**src/rtl/parking_pkg.sv**
```systemverilog
// Shared types for the parking access controller: gate states, arbiter grants, occupancy width.
package parking_pkg;

  localparam int OCC_W = 7;

  typedef enum logic [1:0] {
    G_CLOSED,
    G_OPEN,
    G_PASS
  } gate_state_t;

  typedef enum logic [1:0] {
    GR_NONE,
    GR_IN,
    GR_OUT
  } grant_t;

endpackage

```
**src/rtl/pending_counter.sv**
```systemverilog
// Saturating count of requests awaiting arbitration; a request and a take on the same edge cancel.
// sat_err flags a request that arrives while the count is already at its maximum.
module pending_counter #(
  parameter int PEND_W = 3
) (
  input  logic clk,
  input  logic reset_n,
  input  logic req,
  input  logic take,
  output logic nonzero,
  output logic sat_err
);

  localparam logic [PEND_W-1:0] CNT_MAX = '1;

  logic [PEND_W-1:0] cnt;

  // take is only ever asserted while nonzero, so the count cannot wrap below zero
  always_ff @(posedge clk) begin
    if (!reset_n) begin
      cnt <= '0;
    end else if (req && !take) begin
      if (cnt != CNT_MAX) cnt <= cnt + 1'b1;
    end else if (!req && take) begin
      cnt <= cnt - 1'b1;
    end
  end

  assign nonzero = |cnt;
  assign sat_err = req && !take && (cnt == CNT_MAX);

endmodule

```
**src/rtl/parking_access_ctrl.sv**
```systemverilog
// Merges entry/exit pulses into one inc/dec strobe per cycle (2 edges request-to-strobe) and mirrors occupancy.
// Entry barrier FSM is compiled in only when PARKING_GATE_EN is defined; otherwise gate_open is tied low.
module parking_access_ctrl
  import parking_pkg::*;
#(
  parameter int CAPACITY     = 99,
  parameter int PEND_W       = 3,
  parameter int GATE_TIMEOUT = 500_000_000
) (
  input  logic             clk,
  input  logic             reset_n,
  input  logic             ent_req,
  input  logic             ext_req,
  input  logic             arrive,
  output logic             inc,
  output logic             dec,
  output logic [OCC_W-1:0] occupancy,
  output logic             full,
  output logic             empty,
  output logic             gate_open,
  output logic             err
);

  localparam logic [OCC_W-1:0] CAP = OCC_W'(CAPACITY);

  grant_t           grant;
  grant_t           rr_last;
  logic             in_nz;
  logic             out_nz;
  logic             in_sat;
  logic             out_sat;
  logic             take_in;
  logic             take_out;
  logic [OCC_W-1:0] occ_nxt;

  pending_counter #(.PEND_W(PEND_W)) u_pend_in (
    .clk     (clk),
    .reset_n (reset_n),
    .req     (ent_req),
    .take    (take_in),
    .nonzero (in_nz),
    .sat_err (in_sat)
  );

  pending_counter #(.PEND_W(PEND_W)) u_pend_out (
    .clk     (clk),
    .reset_n (reset_n),
    .req     (ext_req),
    .take    (take_out),
    .nonzero (out_nz),
    .sat_err (out_sat)
  );

  // rr_last only moves on contention, so uncontended traffic never shifts the tie-break
  always_comb begin
    grant = GR_NONE;
    if (in_nz && out_nz) grant = (rr_last == GR_IN) ? GR_OUT : GR_IN;
    else if (in_nz)      grant = GR_IN;
    else if (out_nz)     grant = GR_OUT;
  end

  assign take_in  = (grant == GR_IN);
  assign take_out = (grant == GR_OUT);

  always_comb begin
    occ_nxt = occupancy;
    if (take_in && !full)       occ_nxt = occupancy + 1'b1;
    else if (take_out && !empty) occ_nxt = occupancy - 1'b1;
  end

  always_ff @(posedge clk) begin
    if (!reset_n) begin
      inc       <= 1'b0;
      dec       <= 1'b0;
      occupancy <= '0;
      full      <= 1'b0;
      empty     <= 1'b1;
      err       <= 1'b0;
      rr_last   <= GR_OUT;
    end else begin
      inc       <= take_in && !full;
      dec       <= take_out && !empty;
      occupancy <= occ_nxt;
      full      <= (occ_nxt == CAP);
      empty     <= (occ_nxt == '0);
      if (in_nz && out_nz) rr_last <= grant;
      // a granted event that cannot be applied is discarded and flagged
      if (in_sat || out_sat || (take_in && full) || (take_out && empty)) err <= 1'b1;
    end
  end

`ifdef PARKING_GATE_EN
  localparam int TO_W = (GATE_TIMEOUT > 2) ? $clog2(GATE_TIMEOUT) : 1;
  localparam logic [TO_W-1:0] TO_LAST = TO_W'(GATE_TIMEOUT - 1);

  gate_state_t     g_state;
  gate_state_t     g_nxt;
  logic [TO_W-1:0] to_cnt;

  always_ff @(posedge clk) begin
    if (!reset_n) begin
      g_state   <= G_CLOSED;
      to_cnt    <= '0;
      gate_open <= 1'b0;
    end else begin
      g_state   <= g_nxt;
      gate_open <= (g_nxt != G_CLOSED);
      to_cnt    <= (g_state == G_OPEN && g_nxt == G_OPEN) ? to_cnt + 1'b1 : '0;
    end
  end

  // a lot that fills while the barrier is up leaves it up; only timeout or entry moves on
  always_comb begin
    g_nxt = g_state;
    case (g_state)
      G_CLOSED: if (arrive && !full) g_nxt = G_OPEN;
      G_OPEN: begin
        if (ent_req)                g_nxt = G_PASS;
        else if (to_cnt == TO_LAST) g_nxt = G_CLOSED;
      end
      G_PASS:   if (!arrive) g_nxt = G_CLOSED;
      default:  g_nxt = G_CLOSED;
    endcase
  end
`else
  logic unused_arrive;
  assign unused_arrive = arrive;
  assign gate_open     = 1'b0;
`endif

endmodule

```
**config.mk**
```make
export PLATFORM = sky130hd
export DESIGN_NAME = parking_access_ctrl
export DESIGN_NICKNAME = d
export VERILOG_FILES = /design/src/rtl/parking_pkg.sv /design/src/rtl/pending_counter.sv /design/src/rtl/parking_access_ctrl.sv
export SDC_FILE = /design/constraint.sdc
export NUM_CORES = 1
export LEC_CHECK = 0
export CORE_MARGIN = 3
export CORE_UTILIZATION = 40
export CTS_CLUSTER_SIZE = 25
export DETAILED_ROUTE_END_ITERATION = 16
export SLEW_MARGIN = 20
export SYNTH_ARGS = -nofsm -noshare
export SYNTH_HDL_FRONTEND = slang
export SYNTH_SLANG_ARGS = --single-unit
```
**constraint.sdc**
```tcl
create_clock -name clk -period 2.75 [get_ports clk]
set_input_delay 0.55 -clock clk [delete_from_list [all_inputs] [get_ports clk]]
set_output_delay 0.55 -clock clk [all_outputs]
set_load 0.03 [all_outputs]
```
==> out/metrics.csv, run 1 <==
stage,metric,value,unit
die,dieArea,0.00370,mm²
clock_tree,clk_latency,0.30,ns
synth,synth_area_leader_cell,dfxtp_1,
setup_path,cpLargestDelayFamily,simple AND/OR/NAND/NOR gates,
grt,grt_pass1_vias,885,
setup_path,end_kind,flip-flop,
die,ios,18,
run,max-cap-violations,0,
layout,nFillCells,277,
setup_path,r2r_setup_slack,0.39,ns
layout,drive_gt1_share,13.0,%
synth,ys_ff_latch,20,
grt,grt.overflow.total,0,
place,io_buffers,15,
grt,track_usage,14.9,%
detailed_routing,first_pass_iters,5,
grt,grt_max_degree,14,
detailed_routing,vias,1012,
clock_tree,cts_made_buffers,3,
place,gp_congestion,0.818,
layout,antenna_cells,0,
setup_path,timing.rr.end,u_pend_in.cnt[2]$_SDFFE_PN0P_,
pwr,vdd_drop_max,567,µV
detailed_routing,finalWirelength,2.47,mm
synth,avgSynthCellArea,8.98,µm²
outcome,outcome,completed,
sta,rsz0062_at_grt,false,
sta,drv_slew,0,
die,die_w,60.9,µm
sta,fin_worst_skew,0.00725,ns
place,dp_hpwl,1.87,mm
synth,synthCells,134,
setup_path,r2r_start,u_pend_in.cnt[0]$_SDFFE_PN0P_,
synth,syn_nets,143,
setup_path,ff2ff_path_depth,7,
sta,max_freq,423,MHz
layout,synthToLayoutAreaGrowth,16.2,%
clock_tree,cts_resized,0,
detailed_routing,dr.first_iter.drc_count,32,
clock_tree,path_clk_slew,0.11,ns
setup_path,crit_fanout,10,
sta,fin_crit_sh,85.9,%
die,core,0.00281,mm²
synth,yosys_warnings,0,
synth,syn_area,0.00120,mm²
layout,nets,156,
setup_path,cp_slowest_cell,or3_1,
grt,antenna_found_initial,0,
grt,grt_pass1_wl,4.14,mm
detailed_routing,wl_per_cell,13.9,µm
setup_path,crit_type,flip-flop to flip-flop,
synth,synth.area.top_cells,"dfxtp_1, xnor2_1, nor2_1",
synth,yosysTopAreaCellShare,33.3,%
clock_tree,clkSinkCount,20,
min_path,hold_class,flip-flop to flip-flop,
synth,synth-seq-area-share,33.3,%
die,std_cell_rows,19,
sta,fin_tns_setup,0,ns
detailed_routing,viasPerCell,5.72,
setup_path,startpoint_type,flip-flop,
sta,period_needed,2.36,ns
synth,ys_async_sr_fraction,0,%
min_path,worstHoldStart,rr_last[1]$_SDFFE_PN1P_,
detailed_routing,ant_nets,0,
clock_tree,cts_tree,yes,
setup_path,slowest_delay,0.53,ns
detailed_routing,drc,0,
sta,setup_violations,0,
pwr,powerDensity,1450,mW/mm²
setup_path,critPathBufInv,0,
sta,final-hold-violation-count,0,
setup_path,cp.required,2.93,ns
synth,synth_edf_count,0,
min_path,hold_path_end,rr_last[1]$_SDFFE_PN1P_,
clock_tree,cts_hold_buf,0,
synth,ys.flop_type,dfxtp_1,
clock_tree,clockBufferDepth,2,
die,start_util,42.9,%
setup_path,path_cells,"or3_1, o21ai_2, nand2_1, fa_1, o31ai_1, xnor2_1, nor2_1",
min_path,whs_path_depth,1,
clock_tree,cts_setup_buffers,0,
synth,ys_types,45,
clock_tree,htree_levels,1,
clock_tree,cts_root_buffer,clkbuf_4,
die,fp.dieH,60.9,µm
setup_path,cp.arrival,2.55,ns
pwr,p_leak,0.500,nW
pwr,total_power,2.03,mW
## synthesized netlist by cell type, drive strengths merged (2+ instances only)
cell type   n
xnor2       8
a21oi       5
inv         5
fa          2
dfxtp      20
ha          2
mux2i       4
nor2       13
o31ai       2
and2        4
clkbuf      3
nand3       6
nor2b       2
a211oi      3
buf         5
o21ai       7
or3         2
nor3        5
nand2       6
nor4        2
xor2        2
nand4       5
a31o        2
a22oi       2
nand2b      2
a2111oi     2
## layer usage
metal  global-route usage (%)  up-vias  wire, µm
met5                        0        -         0
met3                     3.19        4       106
met1                     21.9      476      1220
li1                         -      506         -
met2                     21.7       26      1120
met4                     4.64        0        22
## placed cells by master (no fill, tap or decap), types with 3 or more instances in the layout
cell type	count
nand3_1	6
o21ai_0	6
nand2_1	6
and2_1	4
nor3_1	3
a21oi_1	5
nor2_1	13
nand4_1	5
dfxtp_1	20
clkbuf_4	3
xnor2_1	8
clkdlybuf4s50_1	15
mux2i_1	4
inv_1	5
## power by group
part / total [mW] / switching, mW / internal [mW]
clock: 0.176 / 0.0950 / 0.0807
combinational: 1.27 / 0.713 / 0.561
sequential: 0.583 / 0.172 / 0.411
## worst max-delay path by stage
stage	start	endpoint	slack [ns]	cells after the start
final	u_pend_in.cnt[0]$_SDFFE_PN0P_	u_pend_in.cnt[2]$_SDFFE_PN0P_	0.39	7
after global routing	u_pend_in.cnt[0]$_SDFFE_PN0P_	u_pend_in.cnt[2]$_SDFFE_PN0P_	0.23	7
after CTS	u_pend_in.cnt[0]$_SDFFE_PN0P_	u_pend_in.cnt[2]$_SDFFE_PN0P_	0.37	7
after detailed placement	u_pend_in.cnt[0]$_SDFFE_PN0P_	u_pend_in.cnt[2]$_SDFFE_PN0P_	0.41	7
after global placement	u_pend_in.cnt[0]$_SDFFE_PN0P_	u_pend_in.cnt[2]$_SDFFE_PN0P_	0.47	7
after floorplan	u_pend_out.cnt[0]$_SDFFE_PN0P_	u_pend_out.cnt[2]$_SDFFE_PN0P_	0.59	8
## area by class of cell
| cell class | instances | area (µm²) | share of cell area, % |
|---|---|---|---|
| inverters | 5 | 18.8 | 1.34 |
| multi-input cells | 101 | 747 | 53.4 |
| flip-flops and latches | 20 | 400 | 28.6 |
| clock buffers | 4 | 36.3 | 2.59 |
| repair buffers | 16 | 158 | 11.3 |
| well taps | 31 | 38.8 | 2.77 |
## cells by family after synthesis
| kind of cell | after synthesis | share of synthesized area, % |
|---|---|---|
| other | 1 | 0.312 |
| AOI/OAI and AO/OA | 30 | 21.5 |
| DFF | 20 | 33.3 |
| and+or+nand+nor | 51 | 23.3 |
| xor gates and xnor gates | 10 | 7.28 |
| buffers and inverters | 13 | 4.68 |
| adders and majority gates | 4 | 5.41 |
| muxes | 5 | 4.26 |
## sequential cells by signal, indices dropped and copies added (netlist names)
| name | flops |
|---|---|
| u_pend_out.cnt | 3 |
| err | 1 |
| full | 1 |
| u_pend_in.cnt | 3 |
| inc | 1 |
| dec | 1 |
| empty | 1 |
| occupancy | 7 |
| rr_last | 2 |
## stage by stage
step	setup WS, ns	hold WS, ns	instances	utilization, %	instance area (µm²)
after floorplan	0.586	0.440	134	-	1200
after global placement	0.474	0.453	173	48.6	1360
after detailed placement	0.414	0.478	173	48.6	1360
after CTS	0.373	0.508	177	49.9	1400
after global routing	0.233	0.533	177	49.9	1400
final	0.387	0.503	177	49.9	1400
Note: power is estimated with default switching activity, not from simulation.
==> inputs of run 2 (changes only) <==
--- a/config.mk
+++ b/config.mk
@@ -5,8 +5,10 @@
 export SDC_FILE = /design/constraint.sdc
 export NUM_CORES = 1
 export LEC_CHECK = 0
+export CORE_ASPECT_RATIO = 1.5
 export CORE_MARGIN = 3
 export CORE_UTILIZATION = 40
+export CTS_CLUSTER_DIAMETER = 80
 export CTS_CLUSTER_SIZE = 25
 export DETAILED_ROUTE_END_ITERATION = 16
 export SLEW_MARGIN = 20
==> run 2 against run 1 <==
Utilization up 0.95 points. Clock power increased by 9%. Highest routed layer unchanged. Clock-buffer cell count shrank 1. Combinational power about the same. Via count down 0.69%. Routed wire length is 0.16% higher. Largest power group unchanged. Register-to-register slack about the same. Final cell count increased by 2.3%.
==> out/metrics.csv, run 2 (synthesis gave the netlist of run 1 again) <==
stage,metric,value,unit,change
die,die_w,50.8,µm,-17%
layout,final_common_cell,dfxtp_1,,
clock_tree,clk_latency,0.25,ns,-0.05 ns
sta,setup_ws,0.393,ns,+0.00611 ns
detailed_routing,first_pass_iters,2,,-3
sta,fin_worst_skew,0.00399,ns,-0.00326 ns
outcome,outcome,completed,,
clock_tree,cts_made_buffers,3,,unchanged
layout,finish.utilization,50.8,%,+0.95 points
pwr,powerDensity,1440,mW/mm²,-0.85%
detailed_routing,wl_per_cell,13.6,µm,-2.1%
setup_path,critPathBufInv,0,,unchanged
die,ios,18,,unchanged
run,max-cap-violations,0,,unchanged
die,dieArea,0.00372,mm²,+0.37%
sta,fin_crit_sh,85.7,%,-0.22 points
clock_tree,htree_levels,1,,unchanged
detailed_routing,ant_nets,0,,unchanged
clock_tree,clkSinkCount,20,,unchanged
sta,max_freq,424,MHz,+0.26%
setup_path,startpoint_type,flip-flop,,
setup_path,slowest_delay,0.50,ns,-0.03 ns
layout,drive_gt1_share,11.8,%,-1.2 points
layout,nets,155,,-0.64%
die,start_util,43.6,%,+0.66 points
grt,grt.overflow.total,0,,unchanged
detailed_routing,drc,0,,unchanged
die,std_cell_rows,23,,+4
layout,fin_area,0.00140,mm²,+0.36%
sta,drv_slew,0,,unchanged
detailed_routing,dr.first_iter.drc_count,23,,-28%
sta,max_slew_margin,62.4,%,
pwr,p_leak,0.496,nW,-0.78%
setup_path,cp_slowest_cell,or3_1,,
pwr,vdd_drop_max,621,µV,+9.6%
place,dp_hpwl,1.95,mm,+4.0%
place,io_buffers,15,,unchanged
setup_path,cp.arrival,2.49,ns,-0.06 ns
clock_tree,clockBufferDepth,2,,unchanged
setup_path,crit_type,flip-flop to flip-flop,,
die,fp.dieH,73.2,µm,+20%
detailed_routing,vias,1005,,-0.69%
grt,grt_pass1_vias,1011,,+14%
setup_path,path_cells,"or3_1, o21ai_0, nand2_1, fa_1, o31ai_1, xnor2_1, nor2_1",,
setup_path,end_kind,flip-flop,,
sta,rsz0062_at_grt,false,,
place,dp_slack,0.407,ns,-0.00717 ns
layout,reg_top3,"occupancy: 7 flops, u_pend_in.cnt: 3 flops, u_pend_out.cnt: 3 flops",,
setup_path,crit_fanout,6,,-4
setup_path,cp.required,2.88,ns,-0.05 ns
sta,final-hold-violation-count,0,,unchanged
grt,track_usage,15.0,%,+0.096 points
clock_tree,cts_setup_buffers,0,,unchanged
min_path,hold_class,flip-flop to flip-flop,,
layout,antenna_cells,0,,unchanged
grt,grt_pass1_wl,4.30,mm,+3.8%
setup_path,cpLargestDelayFamily,simple AND/OR/NAND/NOR gates,,
sta,fin_tns_setup,0,ns,unchanged
clock_tree,cts_root_buffer,clkbuf_8,,
clock_tree,path_clk_slew,0.07,ns,-0.04 ns
layout,largest_register,occupancy,,
clock_tree,cts_tree,yes,,
layout,largest_reg_flops,7,,unchanged
die,core,0.00276,mm²,-1.5%
sta,worst-slew-pin-transition,0.559,ns,
clock_tree,cts_hold_buf,0,,unchanged
sta,period_needed,2.36,ns,-0.00611 ns
layout,synthToLayoutAreaGrowth,16.6,%,
grt,antenna_found_initial,0,,unchanged
place,post_dp_cell_area,0.00136,mm²,unchanged
clock_tree,cts_resized,0,,unchanged
place,gp_congestion,0.852,,+4.2%
sta,setup_violations,0,,unchanged
grt,grt_max_degree,14,,unchanged
layout,layout_common_cells,"dfxtp_1, clkdlybuf4s50_1, nor2_1",,
detailed_routing,finalWirelength,2.47,mm,+0.16%
detailed_routing,viasPerCell,5.55,,-2.9%
[run 2: stage by stage]
step	hold slack (ns)	total power, mW	cells
2_1_floorplan	0.440	1.56	134
3_3_place_gp	0.452	1.82	178
3_5_place_dp	0.493	1.84	178
4_1_cts	0.512	2.04	181
5_1_grt	0.536	2.20	181
6_report	0.495	2.02	181
[run 2: worst paths after layout]
check / startpoint / end / slack (ns) / cells past startpoint
worst min-delay path: rr_last[0]$_SDFFE_PN0P_ / rr_last[0]$_SDFFE_PN0P_ / 0.50 / 2
worst max register to register: u_pend_out.cnt[0]$_SDFFE_PN0P_ / u_pend_out.cnt[2]$_SDFFE_PN0P_ / 0.39 / 7
worst max-delay path: u_pend_out.cnt[0]$_SDFFE_PN0P_ / u_pend_out.cnt[2]$_SDFFE_PN0P_ / 0.39 / 7
worst min register to register: rr_last[0]$_SDFFE_PN0P_ / rr_last[0]$_SDFFE_PN0P_ / 0.50 / 2
[run 2: layer usage]
metal,global-route usage (%),vias to the layer above,wire length (µm)
met1,16.3,477,1040
li1,-,502,-
met4,7.49,0,70
met5,0,-,0
met2,27.8,18,1290
met3,2.04,8,69
[run 2: layout make-up]
cell class	count	area (µm²)
inverters	5	18.8
repair buffers	15	150
fillers	284	1360
clock buffers	3	41.3
flip-flops and latches	20	400
multi-input cells	101	747
well taps	37	46.3
[run 2: worst reg2reg max path: cells and delay by family (launching register included)]
kind	cells	cell delay, ns
AND/OR/NAND/NOR	3	0.72
AO/OA/AOI/OAI	2	0.57
adder cells (fa/ha/maj)	1	0.41
flip-flops	1	0.37
XOR/XNOR	1	0.15
[run 2: report_power, final]
| part | internal [mW] | switching (mW) |
|---|---|---|
| clock network | 0.0975 | 0.0936 |
| logic | 0.543 | 0.707 |
| registers | 0.412 | 0.169 |
| total | 1.05 | 0.969 |
